**src/rtl/qerv_bufreg_seq.sv**
```systemverilog
// Phase sequencer for the serial buffer register: INIT -> [MEMWAIT | SHIFT] -> RUN.
// Define QERV_MISALIGN_TRAP_EN to trap misaligned word/half accesses at the end of INIT.
module qerv_bufreg_seq #(
  parameter int W  = 4,
  parameter int LB = $clog2(W)
) (
  input  logic          i_clk,
  input  logic          i_rst_n,
  input  logic          i_start,
  input  logic          i_mem_op,
  input  logic          i_shift_op,
  input  logic          i_mem_word,
  input  logic          i_mem_half,
  input  logic [4:0]    i_shamt,
  input  logic [1:0]    i_lsb,
  input  logic          i_dbus_ack,
  output logic          o_ready,
  output logic          o_en,
  output logic          o_init,
  output logic          o_cnt0,
  output logic          o_cnt1,
  output logic [LB:0]   o_shift_counter_lsb,
  output logic          o_dbus_cyc,
  output logic          o_done,
  output logic          o_trap
);

  typedef enum logic [2:0] {
    S_IDLE, S_INIT, S_MEMWAIT, S_SHIFT, S_RUN, S_TRAP
  } state_e;

  localparam logic [4:0] STEP = 5'(W);
  localparam logic [4:0] LAST = 5'(32 - W);

  state_e     state_q, state_d;
  logic [4:0] cnt_q, cnt_d;
  logic       mem_op_q, mem_op_d;
  logic       shift_op_q, shift_op_d;
  logic [4:0] shamt_q, shamt_d;
  logic [4:0] shamt_hi;
  logic       misaligned;

  // Whole-W shift steps; the remaining sub-word part goes to o_shift_counter_lsb.
  assign shamt_hi = shamt_q >> LB;

`ifdef QERV_MISALIGN_TRAP_EN
  logic word_q, word_d;
  logic half_q, half_d;

  assign misaligned = (word_q & (|i_lsb)) | (half_q & i_lsb[0]);

  always_comb begin
    word_d = word_q;
    half_d = half_q;
    if (state_q == S_IDLE && i_start) begin
      word_d = i_mem_word;
      half_d = i_mem_half;
    end
  end

  always_ff @(posedge i_clk) begin
    if (!i_rst_n) begin
      word_q <= 1'b0;
      half_q <= 1'b0;
    end else begin
      word_q <= word_d;
      half_q <= half_d;
    end
  end

  assign o_trap = (state_q == S_TRAP);
`else
  logic unused_inputs;
  assign unused_inputs = ^{i_lsb, i_mem_word, i_mem_half};
  assign misaligned    = 1'b0;
  assign o_trap        = 1'b0;
`endif

  // NOTE: every signal gets its hold value before the case so no path infers a latch.
  always_comb begin
    state_d    = state_q;
    cnt_d      = cnt_q;
    mem_op_d   = mem_op_q;
    shift_op_d = shift_op_q;
    shamt_d    = shamt_q;
    case (state_q)
      S_IDLE: begin
        if (i_start) begin
          mem_op_d   = i_mem_op;
          shift_op_d = i_shift_op & ~i_mem_op;
          shamt_d    = i_shamt;
          cnt_d      = 5'd0;
          state_d    = S_INIT;
        end
      end
      S_INIT: begin
        cnt_d = cnt_q + STEP;
        if (cnt_q == LAST) begin
          cnt_d = 5'd0;
          if (mem_op_q)
            state_d = misaligned ? S_TRAP : S_MEMWAIT;
          else if (shift_op_q && shamt_hi != 5'd0)
            state_d = S_SHIFT;
          else
            state_d = S_RUN;
        end
      end
      S_MEMWAIT: begin
        if (i_dbus_ack) state_d = S_RUN;
      end
      S_SHIFT: begin
        // cnt counts single cycles here and is back at 0 when RUN begins.
        cnt_d = cnt_q + 5'd1;
        if (cnt_q == shamt_hi - 5'd1) begin
          cnt_d   = 5'd0;
          state_d = S_RUN;
        end
      end
      S_RUN: begin
        cnt_d = cnt_q + STEP;
        if (cnt_q == LAST) begin
          cnt_d   = 5'd0;
          state_d = S_IDLE;
        end
      end
      default: state_d = S_IDLE;
    endcase
  end

  // NOTE: registers are updated with non-blocking assignments so every flop samples pre-edge values.
  always_ff @(posedge i_clk) begin
    if (!i_rst_n) begin
      state_q    <= S_IDLE;
      cnt_q      <= 5'd0;
      mem_op_q   <= 1'b0;
      shift_op_q <= 1'b0;
      shamt_q    <= 5'd0;
    end else begin
      state_q    <= state_d;
      cnt_q      <= cnt_d;
      mem_op_q   <= mem_op_d;
      shift_op_q <= shift_op_d;
      shamt_q    <= shamt_d;
    end
  end

  assign o_ready    = (state_q == S_IDLE);
  assign o_en       = (state_q == S_INIT) || (state_q == S_SHIFT) || (state_q == S_RUN);
  assign o_init     = (state_q == S_INIT);
  assign o_cnt0     = ((state_q == S_INIT) || (state_q == S_RUN)) && (cnt_q == 5'd0);
  assign o_cnt1     = ((state_q == S_INIT) || (state_q == S_RUN)) && (cnt_q == STEP);
  assign o_dbus_cyc = (state_q == S_MEMWAIT);
  assign o_done     = (state_q == S_RUN) && (cnt_q == LAST);

  generate
    if (LB == 0) begin : g_no_sub
      assign o_shift_counter_lsb = '0;
    end else begin : g_sub
      assign o_shift_counter_lsb =
        (shift_op_q && (state_q == S_SHIFT || state_q == S_RUN)) ? {1'b0, shamt_q[LB-1:0]} : '0;
    end
  endgenerate

endmodule

```
**config.mk**
```make
export PLATFORM = sky130hd
export DESIGN_NAME = qerv_bufreg_seq
export DESIGN_NICKNAME = d
export VERILOG_FILES = /design/src/rtl/qerv_bufreg_seq.sv
export SDC_FILE = /design/constraint.sdc
export NUM_CORES = 1
export LEC_CHECK = 0
export CAP_MARGIN = 10
export CORE_MARGIN = 8
export CORE_UTILIZATION = 53
export DETAILED_ROUTE_END_ITERATION = 12
export HOLD_SLACK_MARGIN = 0.12
export PLACE_DENSITY_LB_ADDON = 0.1
export SYNTH_ARGS = -nofsm -noshare
export SYNTH_HDL_FRONTEND = slang
export SYNTH_SLANG_ARGS = --single-unit
export TNS_END_PERCENT = 5
```
**constraint.sdc**
```tcl
create_clock -name i_clk -period 4.6 [get_ports i_clk]
set_input_delay 0.92 -clock i_clk [delete_from_list [all_inputs] [get_ports i_clk]]
set_output_delay 0.92 -clock i_clk [all_outputs]
set_load 0.01 [all_outputs]
```
# After elaboration in Yosys (flattened, before gate mapping)
# Cells that the tools add are included.
# totals
reg_bits	15
input_bits	15
output_inout_bits	11
elab_cells	52
# classes
add_sub_neg	3
n_eq_ne	12
muxes	13
bitwise_logic	2
reduce_logical	17
# ops
op	count
$mux W3	7
$mux W5	3
$pmux W3 S5	1
$pmux W5 S3	1
$ne A2 B2 Y1 const B	4
$eq A3 B2 Y1 const B	2
$add A5 B1 Y5 const B	1
$add A5 B3 Y5 const B	1
$eq A5 B3 Y1 const B	1
$eq A5 B5 Y1	1
$eq A5 B5 Y1 const B	1
$logic_and A1 B1 Y1	5
$logic_not A5 Y1	1
$reduce_and A5 Y1	1
$reduce_bool A5 Y1	1
$logic_or A1 B1 Y1	4
$reduce_and A2 Y1	2
$sub A3 B1 Y4 const B	1
$eq A3 B1 Y1 const B	1
$eq A3 B3 Y1 const B	1
$logic_not A3 Y1	1
$reduce_bool A3 Y1	1
$mux W2	1
$ne A2 B1 Y1 const B	1
other kinds (3)	3

# Longest topological paths before layout
# Gate-level depths: netlist (run 1).
# logic_depth
word_depth	6
ltp_mapped	7

# Least setup slack after synthesis (run 1)
# OpenSTA, ideal clock, no wires.
# synth_path
path_type	register -> output
from	register state_q[0]
to	output port o_shift_counter_lsb[0]
arrival_ns	1.165
required_time_ns	3.680
setup_slack_ns	2.515
path_stages_with_launch	6
path_buffers	2
path_cell_list	dfxtp_1 > buf_2 > buf_2 > nor3b_1 > o21ai_0 > nor2_1
# synth_between
elab_chain_cells	4
word_cells_on_any_way	5
# synth_rtl
element	line_no	source
start, declared	35	state_e state_q, state_d;
start signal, assigned	139	state_q <= state_d;
$eq A3 B2 Y1 / $eq A3 B3 Y1 (equally long branches)	160	(shift_op_q && (state_q == S_SHIFT || state_q == S_RUN)) ? {1'b0, shamt_q[LB-1:0]} : '0;
$logic_or A1 B1 Y1 (*)	160	
$logic_and A1 B1 Y1 (*)	160	
$mux W2 (*)	160	
end, declared	22	output logic [LB:0] o_shift_counter_lsb,
# Every way passes the cells marked *; elsewhere a longest branch is shown, timed or not.

# Final worst setup path (run 1)
# Ends and elaborated chain as after synthesis.

==> summary.txt, run 1 <==
Placement
  – DP Worst Slack: 1.675 ns
  – Port-buffer cells: 19
  – DPL Wire Length: 1991 um
  – Final GP Congestion: 0.8154
  – Post-DP Area: 0.001294 mm^2

Routing
  – WL met2: 1289 um
  – Routed vias/inst: 5.897
  – Post-Route WL: 2716 um
  – Post-DR wirelength/cell: 14.68 um
  – Met3 WL: 172 um
  – Vias post-DR: 1091
  – Top Metal Used: met4
  – Number of routed nets with antenna violations: 0
  – DR iter-0 viols: 36
  – Post-Route M1 WL: 1222 um
  – DRT Pass-1 Iters: 4
  – DR DRC count: 0

Timing
  – Hold Slack: 0.4910 ns
  – Tmin final: 3.265 ns
  – Final Worst Setup Slack: 1.335 ns
  – TNS Setup: 0 ns
  – FMAX: 306.3 MHz
  – Worst slew margin: 0.5691
  – Slew Limit Fails: 0
  – RSZ-0062 raised after global routing: false
  – Final Setup Violations: 0
  – Ratio of final minimum period to clock period: 0.7097
  – Final Hold Fails: 0
  – Clock skew: 0.002391 ns
  – Slew @ Worst Pin: 0.6428 ns

Power and ir drop
  – Switch share: 0.4500
  – Clock share of power: 0.111
  – PwrDens: 541.3 mW/mm^2
  – Lkg Pwr: 0.4978 nW
  – Flop pwr share: 0.316
  – Comb pwr share: 0.572
  – Internal: 0.3934 mW
  – Power Total: 0.7153 mW
  – IR drop worst, VDD: 0.3653 mV
  – Switching power total: 0.3219 mW

CTS
  – Postcts setup bufs: 0
  – CTS Sinks: 15
  – TritonCTS Buffers: 3
  – Root Buffer: clkbuf_4
  – Clk buf depth: 2
  – Worst skew pair latency: 0.30 ns
  – Cts hold-fix bufs: 0
  – Post-CTS resize count: 0
  – CTS H-tree depth: 1
  – CTS tree: done
  – CTS clk-pin slew, worst paths: 0.10 ns

Hold path
  – Hold Crit Class: register to register
  – HP Start: shift_op_q

Setup path
  – CP Data Required Time: 3.68 ns
  – Crit Path Class: register to output pin
  – RR Startpoint: cnt_q[2]
  – Worst Setup Start Kind: register
  – Worst-path maximum fanout: 17
  – Worst Setup SP: state_q[0]
  – CP endpoint kind: output pin
  – Critical path arrival: 2.34 ns

Synth
  – FF+latch count, synth: 15
  – Cells after Synth: 145
  – Sequential share of the synthesized area: 0.2655
  – Ys Warns: 0
  – Yosys cell types: 43
  – Mapped Area: 0.001131 mm^2
  – Mean area per synthesized cell: 7.801 um^2

Finish
  – Area delta synth->final: 16.81%
  – Layout cells sized above 1: 0.06962
  – Most frequent cells in the layout: clkdlybuf4s50_1, inv_1, nor2_1, a21oi_1, dfxtp_1
  – Antenna diode count: 0
  – Nets: 181
  – Final instance area: 0.001321 mm^2
  – Commonest non-fill, non-tap cell in the layout: clkdlybuf4s50_1

Floorplan
  – Row cnt: 16
  – Core area: 0.001982 mm^2
  – IO Pins: 26
  – Initial Utilization: 0.5707
  – Full die area: 0.003868 mm^2
  – Die X-Extent: 62.20 um
  – Die height: 62.20 um

Global routing
  – GR Util All Layers: 0.1388
  – Number of global-route vias before repair: 982
  – Largest net degree at the start of global routing: 18
  – First-pass GRT wire length: 4588 um
  – GRT overflow: 0
  – Initial antenna violation count: 0

Run status
  – Status: complete, no violations

Job
  – Max-cap violations: 0
layout make-up:
cell class                      count  area, um^2
Multi-Input combinational cell    103       705.7
Fill cell                         167       660.6
Sequential cell                    15       300.3
Timing Repair Buffer               19       190.2
Inverter                           17       63.81
Tap cell                           27       33.78
Clock buffer                        3       22.52
Clock inverter                      1       5.005
worst max-delay path: stages, from the launching register on:
cell and delay [ns]:
dfxtp_1 0.68, nand2b_1 0.18, nor2_1 0.34, o21ai_0 0.20, nor2_1 0.12, clkdlybuf4s50_1 0.54
per-layer routing:
metal,track usage,up-vias
li1,-,535
met1,0.1792,516
met2,0.2199,35
met3,0.03226,5
met4,0.04373,0
met5,0,-
power by group through the flow:
stage	Combinational, mW	Sequential [mW]	Clock (mW)
after detailed placement	0.405	0.229	0
after floorplan	0.339	0.181	0
after global placement	0.395	0.227	0
after global routing	0.453	0.234	0.0850
final	0.409	0.226	0.0798
after CTS	0.410	0.225	0.0796
cell usage after synthesis (all sizes together):
cell / instances / area share
nand3b: 2 / 0.013
nor3b: 4 / 0.027
inv: 17 / 0.056
a31oi: 4 / 0.028
and4: 2 / 0.015
o211ai: 4 / 0.027
clkbuf: 3 / 0.010
nor2: 15 / 0.050
a221oi: 2 / 0.015
a2bb2oi: 2 / 0.015
o31ai: 2 / 0.013
and2: 2 / 0.011
o31a: 1 / 0.0077
xnor2: 2 / 0.015
dfxtp: 15 / 0.27
a222oi: 1 / 0.0088
nand4: 2 / 0.011
a31o: 1 / 0.0077
mux2i: 2 / 0.018
o2111ai: 2 / 0.015
nand2b: 2 / 0.011
o21ai: 5 / 0.022
buf: 8 / 0.048
nand2: 2 / 0.0066
ha: 7 / 0.077
xor2: 4 / 0.031
a221o: 1 / 0.0088
nand3: 2 / 0.0088
conb: 1 / 0.0033
nor2b: 3 / 0.017
a311oi: 2 / 0.015
a21oi: 15 / 0.066
or2b: 1 / 0.0066
or2: 1 / 0.0055
nor3: 3 / 0.018
a22o: 1 / 0.0088
or3b: 2 / 0.015
sequential cells by signal, summed over array words and instances (netlist names):
register	cells
shamt_q	5
cnt_q	5
mem_op_q	1
state_q	3
shift_op_q	1
final timing paths:
path	to	depth (start not counted)	slack (ns)
setup / recovery	o_shift_counter_lsb[0]	5	1.34
hold / removal	shift_op_q	2	0.49
setup reg to reg	state_q[2]	5	2.51
hold reg to reg	shift_op_q	2	0.49
metrics by stage:
step,instances,util
2_1_floorplan,146,-
3_3_place_gp,181,0.6528
3_5_place_dp,181,0.6528
4_1_cts,185,0.6667
5_1_grt,185,0.6667
6_report,185,0.6667
cell families after synthesis:
logic type,Yosys count,synth area share
AOI/OAI and AO/OA,43,0.2600
xor gates and xnor gates,6,0.04646
adders and majority gates,7,0.07743
buffers and inverters,28,0.1139
DFF,15,0.2655
muxes,2,0.01770
other,1,0.003315
and+or+nand+nor,43,0.2157
(Power assumes the default switching activity.)
==> run 2: changes to the inputs <==
CORE_UTILIZATION = 44   (was 53)
clock period = 2.9 ns   (was 4.6 ns; I/O delays follow)
==> summary.txt, run 2 (synthesis gave the netlist of run 1 again) <==
Power and ir drop
  – Switching power total: 0.5070 mW (+58%)
  – Flop pwr share: 0.301 (-0.015)
  – Comb pwr share: 0.598 (+0.026)
  – IR drop worst, VDD: 0.5879 mV (+61%)
  – Switch share: 0.4363 (-0.01368)
  – PwrDens: 857.5 mW/mm^2 (+58%)
  – Lkg Pwr: 0.5156 nW (+3.6%)
  – Internal: 0.6550 mW (+66%)
  – Clock share of power: 0.101 (-0.010)

Timing
  – TNS Setup: 0 ns (unchanged)
  – Slew Limit Fails: 0 (unchanged)
  – Ratio of final minimum period to clock period: 0.9050
  – RSZ-0062 raised after global routing: false
  – Hold Slack: 0.4935 ns (+0.002514 ns)
  – Final Hold Fails: 0 (unchanged)
  – Slew @ Worst Pin: 0.6497 ns (+0.006801 ns)
  – Tmin final: 2.625 ns
  – FMAX: 381.0 MHz
  – Worst slew margin: 0.5669 (-0.002199)
  – Final Setup Violations: 0 (unchanged)
  – Clock skew: 0.004990 ns (+0.002599 ns)

Global routing
  – Number of global-route vias before repair: 974 (-0.81%)
  – GR Util All Layers: 0.1221 (-0.01666)
  – GRT overflow: 0 (unchanged)
  – Initial antenna violation count: 0 (unchanged)
  – First-pass GRT wire length: 4402 um (-4.1%)
  – Largest net degree at the start of global routing: 18 (unchanged)

Setup path
  – Worst-path maximum fanout: 9 (-8)
  – CP bufs+invs: 1 (unchanged)
  – Cells on worst reg2reg path: 5 (unchanged)
  – CP Data Required Time: 2.32 ns (-1.36 ns)
  – Reg2reg end: state_q[2]
  – Worst path slowest cell: clkdlybuf4s50_1
  – Reg2reg setup slack: 0.84 ns (-1.67 ns)
  – Largest stage delay, worst path: 0.55 ns (-0.13 ns)
  – Critical path depth: 4 (-1)
  – Cell breakdown of the critical path: nor3b_1 -> o21ai_0 -> nor2_1 -> clkdlybuf4s50_1
  – Worst Setup SP: state_q[2]
  – RR Startpoint: cnt_q[2]
  – Worst Setup Start Kind: register
  – Crit Path Class: register to output pin
  – Critical path arrival: 2.04 ns (-0.30 ns)
  – Worst path top cell family by delay: buffers and inverters
  – CP endpoint kind: output pin
  – Critical Path Sink: o_shift_counter_lsb[0]

Floorplan
  – Die height: 66.70 um (+7.2%)
  – Initial Utilization: 0.4608 (-0.1100)
  – Row cnt: 18 (+2)
  – Core area: 0.002455 mm^2 (+24%)
  – Die X-Extent: 66.70 um (+7.2%)
  – IO Pins: 26 (unchanged)
  – Full die area: 0.004449 mm^2 (+15%)

CTS
  – CTS H-tree depth: 1 (unchanged)
  – CTS Sinks: 15 (unchanged)
  – Clk buf depth: 2 (unchanged)
  – Worst skew pair latency: 0.28 ns (-0.02 ns)
  – CTS clk-pin slew, worst paths: 0.09 ns (about the same)
  – Root Buffer: clkbuf_4
  – Postcts setup bufs: 0 (unchanged)
  – TritonCTS Buffers: 3 (unchanged)
  – CTS tree: done

Job
  – Max-cap violations: 0 (unchanged)

Routing
  – DRT Pass-1 Iters: 4 (unchanged)
  – Post-Route WL: 2727 um (+0.41%)
  – DR DRC count: 0 (unchanged)
  – Post-DR wirelength/cell: 14.20 um (-3.3%)
  – Routed vias/inst: 5.609 (-4.9%)
  – Vias post-DR: 1077 (-1.3%)
  – DR iter-0 viols: 53 (+47%)
  – Number of routed nets with antenna violations: 0 (unchanged)

Placement
  – DPL Wire Length: 2142 um (+7.6%)
  – Port-buffer cells: 19 (unchanged)
  – Final GP Congestion: 0.8431 (+3.4%)

Finish
  – Most frequent cells in the layout: clkdlybuf4s50_1, inv_1, nor2_1, a21oi_1, dfxtp_1
  – Layout cells sized above 1: 0.09259 (+0.02297)
  – Antenna diode count: 0 (unchanged)
  – Layout fillers: 230 (+38%)
  – Commonest non-fill, non-tap cell in the layout: clkdlybuf4s50_1
  – Nets: 185 (+2.2%)
  – Area delta synth->final: 19.80%
  – Biggest registers after layout: cnt_q x5, shamt_q x5, state_q x3

Run status
  – Status: complete, no violations

Hold path
  – Hold Crit Class: register to register
[run 2: cell count changes in the layout (fill, tap and decap cells not counted)]
cell / previous run / this run
clkbuf_1: 0 / 1
dfxtp_1: 15 / 14
dfxtp_2: 0 / 1
clkinv_2: 1 / 0
buf_4: 0 / 4
[run 2: area by class of cell]
class | instances | area (um^2) | share of cell area
Sequential cell | 15 | 301.5 | 0.2225
Timing Repair Buffer | 23 | 220.2 | 0.1625
Inverter | 17 | 63.81 | 0.04709
Tap cell | 30 | 37.54 | 0.02770
Multi-Input combinational cell | 103 | 705.7 | 0.5208
Clock buffer | 4 | 26.28 | 0.01939
[run 2: worst min-delay path by stage]
stage,end,startpoint,cells after the start
floorplan,shift_op_q,shift_op_q,2
global placement,shift_op_q,shift_op_q,2
detailed placement,shift_op_q,shift_op_q,2
CTS,shift_op_q,shift_op_q,2
global route,shift_op_q,shift_op_q,2
finish,shift_op_q,shift_op_q,2
[run 2: power by group through the flow]
| stage | clock network (mW) | registers [mW] | logic [mW] |
|---|---|---|---|
| 2_1_floorplan | 0 | 0.288 | 0.538 |
| 3_3_place_gp | 0 | 0.349 | 0.682 |
| 3_5_place_dp | 0 | 0.353 | 0.698 |
| 4_1_cts | 0.122 | 0.348 | 0.700 |
| 5_1_grt | 0.132 | 0.363 | 0.769 |
| 6_report | 0.117 | 0.350 | 0.695 |
[run 2: timing repair]
| item | CTS | global route |
|---|---|---|
| resized for setup | 0 | 1 |
| hold buffers | 0 | 0 |
| endpoints found under the setup margin | 0 | 1 |
[run 2: stage by stage]
stage	util	std cells	worst slack (ns)	total power, mW	cell area, um^2
5_1_grt	0.5520	192	0.1537	1.263	1355
3_5_place_dp	0.5408	188	0.5033	1.050	1328
4_1_cts	0.5515	192	0.1763	1.170	1354
6_report	0.5520	192	0.2755	1.162	1355
3_3_place_gp	0.5408	188	0.5454	1.031	1328
2_1_floorplan	-	146	1.136	0.8259	1135
[run 2: worst min-delay path: cells and delay by family (launching register included)]
kind / cells / cell delay [ns]
AND/OR/NAND/NOR: 1 / 0.07
AO/OA/AOI/OAI: 1 / 0.06
flip-flops: 1 / 0.33
[run 2: layer usage]
layer  vias up  wire (um)  GRT usage
li1        547          -          -
met1       503       1284     0.1573
met2        25       1256     0.1935
met3         2        164    0.04195
met4         0         21    0.01867
met5         -          0          0
==> run 3: changes to the inputs <==
CORE_UTILIZATION = 53   (was 44)
CTS_CLUSTER_DIAMETER = 80   (was default)
clock period = 3.4 ns   (was 2.9 ns; I/O delays follow)
==> summary.txt, run 3 (synthesis gave the netlist of run 1 again) <==
Setup path
  – Reg2reg end: state_q[2]
  – CP endpoint kind: output pin
  – Largest stage delay, worst path: 0.68 ns (+0.13 ns)
  – Worst Setup Start Kind: register
  – Critical path arrival: 2.38 ns (+0.34 ns)
  – Most frequent CP cell: nor2_1
  – RR Startpoint: cnt_q[2]
  – Reg2reg setup slack: 1.28 ns (+0.44 ns)
  – Crit Path Class: register to output pin
  – Worst path slowest cell: dfxtp_1
  – Cell breakdown of the critical path: nand2b_1 -> nor2_1 -> o21ai_0 -> nor2_1 -> clkdlybuf4s50_1
  – Cells on worst reg2reg path: 5 (unchanged)
  – CP Data Required Time: 2.72 ns (+0.40 ns)
  – Worst-path maximum fanout: 17 (+8)

Timing
  – TNS Setup: 0 ns (unchanged)
  – Slew Limit Fails: 0 (unchanged)
  – Ratio of final minimum period to clock period: 0.9002
  – Final Setup Violations: 0 (unchanged)
  – RSZ-0062 raised after global routing: false
  – Slew @ Worst Pin: 0.6618 ns (+0.01215 ns)
  – Final Hold Fails: 0 (unchanged)
  – FMAX: 326.7 MHz
  – Tmin final: 3.061 ns
  – Clock skew: 0.006925 ns (+0.001936 ns)
  – Worst slew margin: 0.5588 (-0.008097)
  – Final Worst Setup Slack: 0.3392 ns (+0.06372 ns)

Routing
  – DR iter-0 viols: 48 (-9.4%)
  – Vias post-DR: 1104 (+2.5%)
  – Post-DR wirelength/cell: 14.30 um (+0.66%)
  – Post-Route WL: 2645 um (-3.0%)
  – Number of routed nets with antenna violations: 0 (unchanged)
  – Routed vias/inst: 5.968 (+6.4%)
  – DRT Pass-1 Iters: 4 (unchanged)
  – DR DRC count: 0 (unchanged)

Floorplan
  – Full die area: 0.003868 mm^2 (-13%)
  – Initial Utilization: 0.5707 (+0.1100)
  – Row cnt: 16 (-2)
  – Die height: 62.20 um (-6.8%)
  – Core area: 0.001982 mm^2 (-19%)
  – Die X-Extent: 62.20 um (-6.8%)
  – IO Pins: 26 (unchanged)

Finish
  – Area delta synth->final: 16.81%
  – Biggest registers after layout: cnt_q x5, shamt_q x5, state_q x3
  – Final instance area: 0.001321 mm^2 (-2.5%)
  – Post-Layout Cell Count: 185 (-3.6%)
  – Antenna diode count: 0 (unchanged)
  – Final core occ: 0.6667 (+0.1147)
  – Nets: 181 (-2.2%)
  – Layout fillers: 178 (-23%)
  – Layout cells sized above 1: 0.06962 (-0.02297)
  – Most frequent cells in the layout: clkdlybuf4s50_1, inv_1, nor2_1, a21oi_1, dfxtp_1
  – Commonest non-fill, non-tap cell in the layout: clkdlybuf4s50_1

Power and ir drop
  – IR drop worst, VDD: 0.4960 mV (-16%)
  – PwrDens: 729.4 mW/mm^2 (-15%)
  – Lkg Pwr: 0.4978 nW (-3.4%)

Hold path
  – HP Start: shift_op_q
  – Worst Hold Depth: 2 (unchanged)
  – Hold EP: shift_op_q
  – Hold Crit Class: register to register

Placement
  – Port-buffer cells: 19 (unchanged)
  – Placed Cells: 181 (-3.7%)
  – Post-DP Area: 0.001294 mm^2 (-2.5%)
  – DPL Wire Length: 2001 um (-6.6%)
  – DP Worst Slack: 0.6851 ns (+0.1818 ns)
  – Final GP Congestion: 0.8121 (-3.7%)

CTS
  – Cts hold-fix bufs: 0 (unchanged)
  – Post-CTS resize count: 0 (unchanged)
  – Postcts setup bufs: 0 (unchanged)
  – Worst skew pair latency: 0.29 ns (about the same)
  – TritonCTS Buffers: 3 (unchanged)
  – CTS H-tree depth: 1 (unchanged)
  – CTS tree: done
  – Root Buffer: clkbuf_4
  – CTS clk-pin slew, worst paths: 0.09 ns (about the same)
  – Clk buf depth: 2 (unchanged)
  – CTS Sinks: 15 (unchanged)

Global routing
  – Largest net degree at the start of global routing: 18 (unchanged)
  – GRT overflow: 0 (unchanged)
  – GR Util All Layers: 0.1339 (+0.01183)
  – Number of global-route vias before repair: 972 (-0.21%)
  – First-pass GRT wire length: 4388 um (-0.32%)
  – Initial antenna violation count: 0 (unchanged)

Job
  – Max-cap violations: 0 (unchanged)

Run status
  – Status: complete, no violations
run 3: cell types whose count changed in the layout (fill, tap and decap cells not counted), sizes merged:
cell | before | now
clkinv | 0 | 1
buf | 4 | 0
clkbuf | 4 | 3
run 3: final cells by class:
| cell class | instances | area, um^2 | share of cell area |
|---|---|---|---|
| inverters | 17 | 63.81 | 0.04830 |
| repair buffers | 19 | 190.2 | 0.1439 |
| multi-input cells | 103 | 705.7 | 0.5341 |
| well taps | 27 | 33.78 | 0.02557 |
| clock inverters | 1 | 5.005 | 0.003788 |
| clock buffers | 3 | 22.52 | 0.01705 |
| flip-flops and latches | 15 | 300.3 | 0.2273 |
run 3: worst max path at each step:
stage               startpoint                      to  slack [ns]
detailed placement  state_q[0]  o_shift_counter_lsb[0]        0.69
CTS                 state_q[0]  o_shift_counter_lsb[0]        0.36
finish              state_q[0]  o_shift_counter_lsb[0]        0.34
floorplan           state_q[0]  o_shift_counter_lsb[0]        1.55
global route        state_q[0]  o_shift_counter_lsb[0]         0.1
global placement    state_q[0]  o_shift_counter_lsb[1]        0.75
run 3: per-stage QoR:
step	total power [mW]	hold slack, ns
global placement	0.8417	0.4699
global route	1.046	0.5374
detailed placement	0.8535	0.4801
finish	0.9637	0.4962
floorplan	0.7044	0.4503
CTS	0.9645	0.4974
run 3: where the power goes:
group / internal, mW / switching (mW) / leakage (nW) / total, mW
clock network: 0.0438 / 0.0635 / 0.0177 / 0.107
logic: 0.271 / 0.279 / 0.357 / 0.550
registers: 0.217 / 0.0890 / 0.123 / 0.306
run 3: metal layers:
layer | track usage | part of all wire | wire [um]
met5 | 0 | 0 | 0
met4 | 0.05831 | 0.014 | 36
met3 | 0.03047 | 0.086 | 227
met2 | 0.2005 | 0.45 | 1183
met1 | 0.1770 | 0.45 | 1198
run 3: critical path, delay by kind of cell, from the launching register on:
kind | cells | cell delay [ns]
AND/OR/NAND/NOR | 3 | 0.66
flip-flops | 1 | 0.68
buffers and inverters | 1 | 0.54
AO/OA/AOI/OAI | 1 | 0.21
